===== src/rtl/canny_pass_sched_pkg.sv =====
// Shared encodings and defaults for the five-pass edge-pipeline scheduler.
package canny_pass_sched_pkg;

    localparam int CPS_IMG_DIM = 20;
    localparam int CPS_ADDR_W  = 9;
    localparam int KMAX        = 5;
    localparam int H_W         = 3;

    typedef enum logic [2:0] {
        OP_IDLE   = 3'd0,
        OP_MED    = 3'd1,
        OP_GAU    = 3'd2,
        OP_SOBEL  = 3'd3,
        OP_NONMAX = 3'd4,
        OP_HYSTER = 3'd5
    } op_t;

    typedef enum logic [2:0] {
        S_IDLE, S_SETUP, S_SCAN, S_DRAIN, S_FLUSH, S_BORDER, S_COMMIT, S_FIN
    } state_t;

    // Window height of the filter that runs for a given pass.
    function automatic logic [H_W-1:0] kernel_size(op_t op);
        return (op == OP_GAU) ? H_W'(5) : H_W'(3);
    endfunction

endpackage


===== src/rtl/canny_pass_sched_if.sv =====
// Scheduler <-> filter/register-file signal bundle.
interface canny_pass_sched_if
    import canny_pass_sched_pkg::*;
#(
    parameter int ADDR_W = CPS_ADDR_W
);
    logic              start;
    op_t               op;
    logic              rd_valid;
    logic [ADDR_W-1:0] rd_addr0, rd_addr1, rd_addr2, rd_addr3, rd_addr4;
    logic [ADDR_W-1:0] ang_rd_addr;
    logic              mod_clr;
    logic              mod_readable;
    logic              wr_en;
    logic [ADDR_W-1:0] wr_addr;
    logic              ang_we;
    logic              cp_en;
    logic [ADDR_W-1:0] cp_src, cp_dst;
    logic              commit;
    logic              edge_valid;
    logic              busy;
    logic              done;

    modport master (
        input  start, mod_readable,
        output op, rd_valid, rd_addr0, rd_addr1, rd_addr2, rd_addr3, rd_addr4,
               ang_rd_addr, mod_clr, wr_en, wr_addr, ang_we, cp_en, cp_src,
               cp_dst, commit, edge_valid, busy, done
    );

    modport slave (
        output start, mod_readable,
        input  op, rd_valid, rd_addr0, rd_addr1, rd_addr2, rd_addr3, rd_addr4,
               ang_rd_addr, mod_clr, wr_en, wr_addr, ang_we, cp_en, cp_src,
               cp_dst, commit, edge_valid, busy, done
    );
endinterface


===== src/rtl/canny_pass_sched_border_walker.sv =====
// Raster walk over the temp file that replicates the H-wide border from the
// nearest interior pixel.
module border_walker
    import canny_pass_sched_pkg::*;
#(
    parameter int IMG_DIM = CPS_IMG_DIM,
    parameter int ADDR_W  = CPS_ADDR_W
) (
    input  logic              clk,
    input  logic              reset,
    input  logic              start,
    input  logic [H_W-1:0]    h,
    output logic              cp_en,
    output logic [ADDR_W-1:0] cp_src,
    output logic [ADDR_W-1:0] cp_dst,
    output logic              last
);
    localparam int CW = $clog2(IMG_DIM);
    localparam logic [CW-1:0]     MAX_C = CW'(IMG_DIM - 1);
    localparam logic [ADDR_W-1:0] DIM_A = ADDR_W'(IMG_DIM);

    logic [CW-1:0] y, x, h_c, hi, cy, cx;
    logic          on_edge;

    // start is held for the whole walk; the counters park at (0,0) otherwise.
    always_ff @(posedge clk or negedge reset) begin
        if (!reset) begin
            y <= '0;
            x <= '0;
        end else if (!start) begin
            y <= '0;
            x <= '0;
        end else if (x == MAX_C) begin
            x <= '0;
            y <= (y == MAX_C) ? '0 : y + CW'(1);
        end else begin
            x <= x + CW'(1);
        end
    end

    assign h_c     = CW'(h);
    assign hi      = MAX_C - h_c;
    assign on_edge = (y < h_c) || (y > hi) || (x < h_c) || (x > hi);
    assign cy      = (y < h_c) ? h_c : (y > hi) ? hi : y;
    assign cx      = (x < h_c) ? h_c : (x > hi) ? hi : x;

    assign cp_en  = start && on_edge;
    assign cp_dst = cp_en ? ADDR_W'(y) * DIM_A + ADDR_W'(x) : '0;
    assign cp_src = cp_en ? ADDR_W'(cy) * DIM_A + ADDR_W'(cx) : '0;
    assign last   = start && (y == MAX_C) && (x == MAX_C);

endmodule


===== src/rtl/canny_pass_sched.sv =====
// Pass sequencer for median -> gaussian -> sobel -> non-max -> hysteresis over
// the square pixel register file: read windows, temp writes, border fill, commit.
module canny_pass_sched
    import canny_pass_sched_pkg::*;
#(
    parameter int IMG_DIM = CPS_IMG_DIM,
    parameter int ADDR_W  = CPS_ADDR_W
) (
    input  logic               clk,
    input  logic               reset,
    canny_pass_sched_if.master bus
);
    localparam logic [ADDR_W-1:0] DIM_A  = ADDR_W'(IMG_DIM);
    localparam logic [ADDR_W-1:0] LAST_A = ADDR_W'(IMG_DIM - 1);
    localparam logic [ADDR_W-1:0] ONE_A  = ADDR_W'(1);

    state_t                       state;
    op_t                          op;
    logic [H_W-1:0]               k, h, setup_k;
    logic [ADDR_W-1:0]            r, c, wc, wr_addr;
    logic [ADDR_W-1:0]            k_a, h_a, setup_h, wc_nxt, wc_tgt;
    logic                         rd_valid, counting, walk_run, walk_last;
    logic [KMAX-1:0][ADDR_W-1:0]  rd_addr;

    assign setup_k  = kernel_size(op);
    assign setup_h  = ADDR_W'(setup_k >> 1);
    assign k_a      = ADDR_W'(k);
    assign h_a      = ADDR_W'(h);
    assign rd_valid = (state == S_SCAN);
    assign counting = (state == S_SCAN) || (state == S_DRAIN);
    assign walk_run = (state == S_BORDER);
    // A readable arriving in the cycle the count hits its target still counts.
    assign wc_nxt   = wc + ADDR_W'(bus.mod_readable);
    assign wc_tgt   = DIM_A - k_a + ONE_A;

    always_ff @(posedge clk or negedge reset) begin
        if (!reset) begin
            state   <= S_IDLE;
            op      <= OP_IDLE;
            k       <= '0;
            h       <= '0;
            r       <= '0;
            c       <= '0;
            wc      <= '0;
            wr_addr <= '0;
        end else begin
            if (counting && bus.mod_readable) begin
                wr_addr <= wr_addr + ONE_A;
                wc      <= wc + ONE_A;
            end
            unique case (state)
                S_IDLE: if (bus.start) begin
                    op    <= OP_MED;
                    state <= S_SETUP;
                end
                S_SETUP: begin
                    k       <= setup_k;
                    h       <= setup_k >> 1;
                    r       <= '0;
                    c       <= '0;
                    wc      <= '0;
                    wr_addr <= setup_h * DIM_A + setup_h;
                    state   <= S_SCAN;
                end
                S_SCAN: begin
                    c <= c + ONE_A;
                    if (c == LAST_A) state <= S_DRAIN;
                end
                S_DRAIN: if (wc_nxt >= wc_tgt) begin
                    if (r < DIM_A - k_a)      state <= S_FLUSH;
                    else if (op == OP_HYSTER) state <= S_FIN;
                    else                      state <= S_BORDER;
                end
                S_FLUSH: begin
                    r       <= r + ONE_A;
                    c       <= '0;
                    wc      <= '0;
                    wr_addr <= (r + ONE_A + h_a) * DIM_A + h_a;
                    state   <= S_SCAN;
                end
                S_BORDER: if (walk_last) state <= S_COMMIT;
                S_COMMIT: begin
                    op    <= op_t'(op + 3'd1);
                    state <= S_SETUP;
                end
                S_FIN: begin
                    op    <= OP_IDLE;
                    state <= S_IDLE;
                end
            endcase
        end
    end

    // Rows beyond the active kernel read as address 0.
    for (genvar j = 0; j < KMAX; j++) begin : g_row
        assign rd_addr[j] = (rd_valid && (H_W'(j) < k))
                          ? (r + ADDR_W'(j)) * DIM_A + c : '0;
    end

    border_walker #(
        .IMG_DIM (IMG_DIM),
        .ADDR_W  (ADDR_W)
    ) u_walk (
        .clk    (clk),
        .reset  (reset),
        .start  (walk_run),
        .h      (h),
        .cp_en  (bus.cp_en),
        .cp_src (bus.cp_src),
        .cp_dst (bus.cp_dst),
        .last   (walk_last)
    );

    assign bus.op          = op;
    assign bus.rd_valid    = rd_valid;
    assign bus.rd_addr0    = rd_addr[0];
    assign bus.rd_addr1    = rd_addr[1];
    assign bus.rd_addr2    = rd_addr[2];
    assign bus.rd_addr3    = rd_addr[3];
    assign bus.rd_addr4    = rd_addr[4];
    assign bus.ang_rd_addr = rd_valid ? (r + ONE_A) * DIM_A + c : '0;
    assign bus.mod_clr     = (state == S_FLUSH);
    assign bus.wr_en       = counting && bus.mod_readable && (op != OP_HYSTER);
    assign bus.wr_addr     = wr_addr;
    assign bus.ang_we      = bus.wr_en && (op == OP_SOBEL);
    assign bus.commit      = (state == S_COMMIT);
    assign bus.edge_valid  = counting && bus.mod_readable && (op == OP_HYSTER);
    assign bus.busy        = (state != S_IDLE);
    assign bus.done        = (state == S_FIN);

endmodule


===== src/flat_wrapper.sv =====
// flat-port wrapper written by rule: the top's interface ports become plain ports
module canny_pass_sched_flat import canny_pass_sched_pkg::*;
#(
    parameter int IMG_DIM = CPS_IMG_DIM,
    parameter int ADDR_W  = CPS_ADDR_W
)
  (clk, reset, bus_start, bus_mod_readable, bus_op, bus_rd_valid, bus_rd_addr0, bus_rd_addr1, bus_rd_addr2, bus_rd_addr3, bus_rd_addr4, bus_ang_rd_addr, bus_mod_clr, bus_wr_en, bus_wr_addr, bus_ang_we, bus_cp_en, bus_cp_src, bus_cp_dst, bus_commit, bus_edge_valid, bus_busy, bus_done);
  canny_pass_sched_if #(.ADDR_W(ADDR_W)) bus_i ();
  input  logic clk;
  input  logic reset;
  input wire logic [$bits(bus_i.start)-1:0] bus_start;
  input wire logic [$bits(bus_i.mod_readable)-1:0] bus_mod_readable;
  output wire logic [$bits(bus_i.op)-1:0] bus_op;
  output wire logic [$bits(bus_i.rd_valid)-1:0] bus_rd_valid;
  output wire logic [$bits(bus_i.rd_addr0)-1:0] bus_rd_addr0;
  output wire logic [$bits(bus_i.rd_addr1)-1:0] bus_rd_addr1;
  output wire logic [$bits(bus_i.rd_addr2)-1:0] bus_rd_addr2;
  output wire logic [$bits(bus_i.rd_addr3)-1:0] bus_rd_addr3;
  output wire logic [$bits(bus_i.rd_addr4)-1:0] bus_rd_addr4;
  output wire logic [$bits(bus_i.ang_rd_addr)-1:0] bus_ang_rd_addr;
  output wire logic [$bits(bus_i.mod_clr)-1:0] bus_mod_clr;
  output wire logic [$bits(bus_i.wr_en)-1:0] bus_wr_en;
  output wire logic [$bits(bus_i.wr_addr)-1:0] bus_wr_addr;
  output wire logic [$bits(bus_i.ang_we)-1:0] bus_ang_we;
  output wire logic [$bits(bus_i.cp_en)-1:0] bus_cp_en;
  output wire logic [$bits(bus_i.cp_src)-1:0] bus_cp_src;
  output wire logic [$bits(bus_i.cp_dst)-1:0] bus_cp_dst;
  output wire logic [$bits(bus_i.commit)-1:0] bus_commit;
  output wire logic [$bits(bus_i.edge_valid)-1:0] bus_edge_valid;
  output wire logic [$bits(bus_i.busy)-1:0] bus_busy;
  output wire logic [$bits(bus_i.done)-1:0] bus_done;
  assign bus_i.start = bus_start;
  assign bus_i.mod_readable = bus_mod_readable;
  assign bus_op = bus_i.op;
  assign bus_rd_valid = bus_i.rd_valid;
  assign bus_rd_addr0 = bus_i.rd_addr0;
  assign bus_rd_addr1 = bus_i.rd_addr1;
  assign bus_rd_addr2 = bus_i.rd_addr2;
  assign bus_rd_addr3 = bus_i.rd_addr3;
  assign bus_rd_addr4 = bus_i.rd_addr4;
  assign bus_ang_rd_addr = bus_i.ang_rd_addr;
  assign bus_mod_clr = bus_i.mod_clr;
  assign bus_wr_en = bus_i.wr_en;
  assign bus_wr_addr = bus_i.wr_addr;
  assign bus_ang_we = bus_i.ang_we;
  assign bus_cp_en = bus_i.cp_en;
  assign bus_cp_src = bus_i.cp_src;
  assign bus_cp_dst = bus_i.cp_dst;
  assign bus_commit = bus_i.commit;
  assign bus_edge_valid = bus_i.edge_valid;
  assign bus_busy = bus_i.busy;
  assign bus_done = bus_i.done;
  canny_pass_sched #(.IMG_DIM(IMG_DIM), .ADDR_W(ADDR_W)) u_core (.clk(clk), .reset(reset), .bus(bus_i));
endmodule

===== config.mk =====
export PLATFORM = sky130hd
export DESIGN_NAME = canny_pass_sched_flat
export DESIGN_NICKNAME = d
export VERILOG_FILES = /design/src/rtl/canny_pass_sched_pkg.sv /design/src/rtl/canny_pass_sched_if.sv /design/src/rtl/canny_pass_sched_border_walker.sv /design/src/rtl/canny_pass_sched.sv /design/src/flat_wrapper.sv
export SDC_FILE = /design/constraint.sdc
export NUM_CORES = 1
export LEC_CHECK = 0
export BUFFER_PORTS_ARGS = -buffer_cell sky130_fd_sc_hd__buf_2
export CAP_MARGIN = 20
export CORE_MARGIN = 2
export CORE_UTILIZATION = 43
export CTS_CLUSTER_DIAMETER = 30
export DETAILED_ROUTE_END_ITERATION = 8
export GPL_TIMING_DRIVEN = 1
export REMOVE_ABC_BUFFERS = 1
export SKIP_LAST_GASP = 1
export SYNTH_ARGS = -nofsm -noshare
export SYNTH_HDL_FRONTEND = slang
export SYNTH_SLANG_ARGS = --single-unit

===== constraint.sdc =====
create_clock -name clk -period 12.1 [get_ports clk]
set_input_delay 1.21 -clock clk [delete_from_list [all_inputs] [get_ports clk]]
set_output_delay 1.21 -clock clk [all_outputs]
set_load 0.01 [all_outputs]

# [After elaboration in Yosys (flattened, before gate mapping)]
# Index checks and enable logic that the tools add are counted.
[classes] magnitude_cmp=11 bitwise=0 n_eq_ne=19 n_mux=32 reduce_logical=26 shifts=0 div_mod_pow=0 add_sub_neg=24 multipliers=9
[op_table] op="$mux W9" count=11
[op_table] op="$mul A9 B3 Y7 const B" count=6
[op_table] op="$pmux W9 S2" count=3
[op_table] op="$add A9 B1 Y9 const B" count=5
[op_table] op="$add A9 B9 Y9" count=5
[op_table] op="$mux W5" count=9
[op_table] op="$add A9 B2 Y9" count=3
[op_table] op="$pmux W3 S7" count=1
[op_table] op="$add A9 B2 Y9 const B" count=2
[op_table] op="$add A9 B5 Y9" count=2
[op_table] op="$mux W3" count=6
[op_table] op="$eq A3 B3 Y1 const B" count=5
[op_table] op="$mul A5 B3 Y7 const B" count=2
[op_table] op="$eq A3 B2 Y1 const B" count=4
[op_table] op="$logic_and A1 B1 Y1" count=12
[op_table] op="$add A5 B1 Y5 const B" count=2
[op_table] op="$eq A5 B5 Y1 const B" count=2
[op_table] op="$gt A5 B5 Y1" count=2
[op_table] op="$lt A5 B2 Y1" count=2
[op_table] op="$add A9 B1 Y9" count=1
[op_table] op="$add A9 B3 Y9 const B" count=1
[op_table] op="$eq A9 B5 Y1 const B" count=1
[op_table] op="$ge A9 B9 Y1" count=1
[op_table] op="$lt A9 B9 Y1" count=1
[op_table] op="20 further kinds" count=32
[totals] ram_bits=0 inputBits=4 regBits=57 memories=0 rom_bits=0 elab_cells=131 latchBits=0

# [Depth between registers and ports, before layout]
[logic_depth] word_depth=7 ltp_mapped=17 depth_no_buf=16

# [Cells and area by module]
# Synthesis repeated with hierarchy kept, for this count alone.
[hier_totals] cells_unflattened=859 area_unflattened_um2=7144.4
[by_module_without_submodules] module="canny_pass_sched" cells_per_inst=645 instances=1 area_each_um2=5410.2 seq_area_each_um2=1126.1
[by_module_without_submodules] module="border_walker" cells_per_inst=214 instances=1 area_each_um2=1734.2 seq_area_each_um2=250.2

# [Worst setup path after synthesis]
# OpenSTA, ideal clock, no wires.
[synth_path] kind="register to output" start="reg, netlist name u_core.k[1]" end="out bus_cp_src[8]" n_path_buf=1 stages_incl_launch_ff=15 t_arrival_ps=3602 path_slack_ps=7288 required_time_ps=10890 path_cell_list="dfrtp_1 -> clkbuf_1 -> inv_1 -> ha_1 -> o2bb2ai_1 -> a21bo_2 -> o311ai_0 -> ha_1 -> ha_1 -> fa_1 -> xor2_1 -> o2111ai_1 -> xor2_1 -> xnor2_1 -> nor2_1"
[synth_rtl] item="end: declaration" line_no="flat_wrapper.sv:26" text="output wire logic [$bits(bus_i.cp_src)-1:0] bus_cp_src;"

==> impl_metrics.csv <==
group,metric,value,unit
route,drc_errors,0,
synth,synth_area,6890,µm²
route,vias,5840,
synth,ys_ff_latch,55,
route,viasPerCell,5.25,
route,wl_met3,700,µm
sta,rsz0062_at_grt,"no",
sta,slew_viol_final,0,
placement,io_buffers,96,
setup_path,reg2reg_to,"u_core.bus.wr_addr[8]$_DFFE_PN0P_",
clock_tree,ctsHoldBuffers,0,
die,num_rows,46,
setup_path,rrSetupSlack,7980,ps
clock_tree,cts_resized,0,
placement,hpwlAfterDp,12900,µm
placement,dp_cells,1104,
setup_path,cp_common_cell,"ha_1",
route,postRouteAntennaNets,0,
setup_path,crit_buf_inv,3,
run,max-cap-violations,0,
route,top_layer_used,"met4",
finish,final_common_cell,"ha_1",
setup_path,cp.required,10890,ps
finish,fin_nets,1039,
setup_path,start_kind,"flip-flop",
synth,synth-async-reset-ratio,100,%
clock_tree,cts.htree.levels,2,
pwr,total_leakage_power,0.00418,µW
clock_tree,clk_latency,300,ps
route,routed_wl,16600,µm
die,initial_core_util,43.7,%
clock_tree,cts_buffers,5,
die,die_h,131,µm
route,dr.pass1.iters,4,
grt,grt_antenna_before_repair,0,
die,core_area,15800,µm²
sta,relSlewSlack,35.9,%
sta,tightestPinTransition,959,ps
clock_tree,root_buffer,"clkbuf_16",
pwr,cellPowerDensity,132,nW/µm²
synth,yosys-top-cells-area,"ha_1 (23%), dfrtp_1 (20%), xnor2_1 (7.4%)",
setup_path,crit_type,"reg -> out",
clock_tree,path_clk_slew,80,ps
pwr,vdd.ir_drop.worst,0.0000764,V
setup_path,path_cells,"inv_1 -> ha_1 -> inv_1 -> o2bb2ai_1 -> a21bo_2 -> o311ai_0 -> ha_1 -> ha_1 -> fa_1 -> xor2_1 -> o2111ai_1 -> xor2_1 -> xnor2_1 -> nor2_1 -> buf_2",
synth,synth_top_area_share,22.7,%
clock_tree,clockBufferDepth,2,
hold_path,hp-class,"reg -> reg",
synth,synth.distinct_cells,62,
hold_path,hold_path.startpoint,"u_core.r[8]$_DFFE_PN0N_",
grt,grt_pass1_vias,5467,
grt,grt_pass1_wl,27200,µm
finish,syn2layout_area_growth,11.4,%
setup_path,critPathMaxStageDelay,650,ps
sta,min_period,5820,ps
synth,ys_seq_area_share,20.0,%
hold_path,whs_path_depth,1,
finish,stdcell_count,1112,
grt,grt_max_degree,56,
synth,synth_edf_count,0,
synth,yosysWarnings,0,
setup_path,crit_arrival,4610,ps
finish,final_cell_mix,"ha_1 (125), nor2_1 (106), buf_2 (96), xnor2_1 (58)",
setup_path,cp_top_family,"adder cells",
die,die_area,17000,µm²
placement,gp_congestion,0.827,
finish,nFillCells,1619,
setup_path,worst-r2r-cell-count,15,
synth,synth_largest_area_cell,"ha_1",
sta,setup_violations,0,
hold_path,hold_path_end,"u_core.r[8]$_DFFE_PN0N_",
route,wl_met1,8060,µm
die,die_w,131,µm
synth,ys.flop_type,"dfrtp_1",
synth,synth_cells,820,
clock_tree,numClockSinks,55,
finish,n_antenna_cell,0,
sta,fin_skew,10.1,ps
clock_tree,post_cts_buffers,0,
route,wire_per_inst,14.9,µm
setup_path,r2r-start,"u_core.r[1]$_DFFE_PN0N_",
setup_path,cp_max_fo,15,
die,ios,97,
synth,syn_avg_cell_area,8.40,µm²
sta,period_share,48.1,%
sta,finalWorstSetupSlack,6280,ps
placement,pre_cts_ws,6540,ps
setup_path,slowest_stage,"dfrtp_1",
clock_tree,cts_tree,"built",
grt,gr-total-overflow,0,
route,drt-initial-drc-count,297,
sta,max_freq,0.172,GHz
sta,hold_slack,497,ps
route,wl_met2,7580,µm
finish,drive_gt1_share,12.6,%
sta,hold_violations,0,
setup_path,crit_path_end_kind,"output port",
grt,grt_usage,20.1,%
sta,setup-tns-final,0,ps
run_status,outcome,"finished, final reports clean",
==> layout make-up <==
class | instances | area (µm²) | area share, %
clock buffer | 5 | 125 | 1.63
tap | 216 | 270 | 3.52
sequential | 55 | 1380 | 17.9
timing repair buffer | 97 | 488 | 6.36
multi-input combinational | 680 | 5180 | 67.5
inverter | 56 | 210 | 2.74
clock inverter | 3 | 22.5 | 0.293
==> how the worst max path moves through the flow <==
stage,startpoint,to,depth (start not counted)
final,u_core.k[2]$_DFFE_PN0P_,bus_cp_src[8],15
after global routing,u_core.k[2]$_DFFE_PN0P_,bus_cp_src[8],15
after CTS,u_core.k[2]$_DFFE_PN0P_,bus_cp_src[8],15
after detailed placement,u_core.k[2]$_DFFE_PN0P_,bus_cp_src[8],15
after global placement,u_core.k[2]$_DFFE_PN0P_,bus_cp_src[8],15
after floorplan,u_core.k[2]$_DFFE_PN0P_,bus_cp_src[8],14
==> registers in the layout, indices dropped and copies added (netlist names) <==
signal              cells
u_core.r                9
u_core.k                3
u_core.wc               9
u_core.bus.op           3
u_core.u_walk.y         5
u_core.bus.wr_addr      9
u_core.u_walk.x         5
u_core.state            3
u_core.c                9
==> kinds of logic (layout without fill, tap and decap cells) <==
family	after synthesis	in the layout	synth area share [%]
AOI/OAI and AO/OA	154	154	14.5
xor gates and xnor gates	104	104	13.6
adders and majority gates	140	140	27.1
buffers and inverters	85	161	4.78
DFF	55	55	20.0
muxes	9	9	1.31
and+or+nand+nor	273	273	18.8
==> stage by stage <==
| stage | utilization [%] | area, µm² | total power, µW |
|---|---|---|---|
| 2_1_floorplan | - | 6770 | 684 |
| 3_3_place_gp | 47.7 | 7530 | 865 |
| 3_5_place_dp | 47.7 | 7530 | 865 |
| 4_1_cts | 48.7 | 7670 | 1020 |
| 5_1_grt | 48.7 | 7670 | 1120 |
| 6_report | 48.7 | 7670 | 1010 |
==> report_power, final <==
part           total (µW)  leakage (µW)  internal [µW]  switching (µW)
logic                 586       0.00337            230             356
registers             276      0.000735            214            61.7
clock network         151     0.0000742           77.8            73.4
==> synth_stat cells (3+ instances only) <==
master    count
xor2_1       44
a21o_1       21
nor2b_1      18
a21oi_1      42
nor3_1       23
buf_2         8
o21a_1       11
o21ai_0      26
ha_1        125
a211oi_1      5
nand2_1      54
xnor2_1      58
mux2i_1       9
or3_1         3
o21bai_1      5
and3_1        7
nand4_1       6
nor2_1      106
a31oi_1       9
nand3_1      21
fa_1         15
o22ai_1       4
and2_1        7
clkbuf_1     20
inv_1        55
dfrtp_1      55
nand2b_1     12
==> routing by layer <==
layer / vias to the layer above / track usage [%]
met4: 0 / 4.19
met2: 114 / 33.7
met5: - / 0
li1: 2973 / -
met1: 2737 / 28.2
met3: 16 / 2.16
==> worst register-to-register path, delay by kind of cell (launching register included) <==
family	cells	cell delay, ps
buffers and inverters	2	470
AND/OR/NAND/NOR	2	220
flip-flops	1	640
XOR/XNOR	4	670
adder cells (fa/ha/maj)	4	1570
AO/OA/AOI/OAI	3	410
Note: power is estimated with default switching activity, not from simulation.
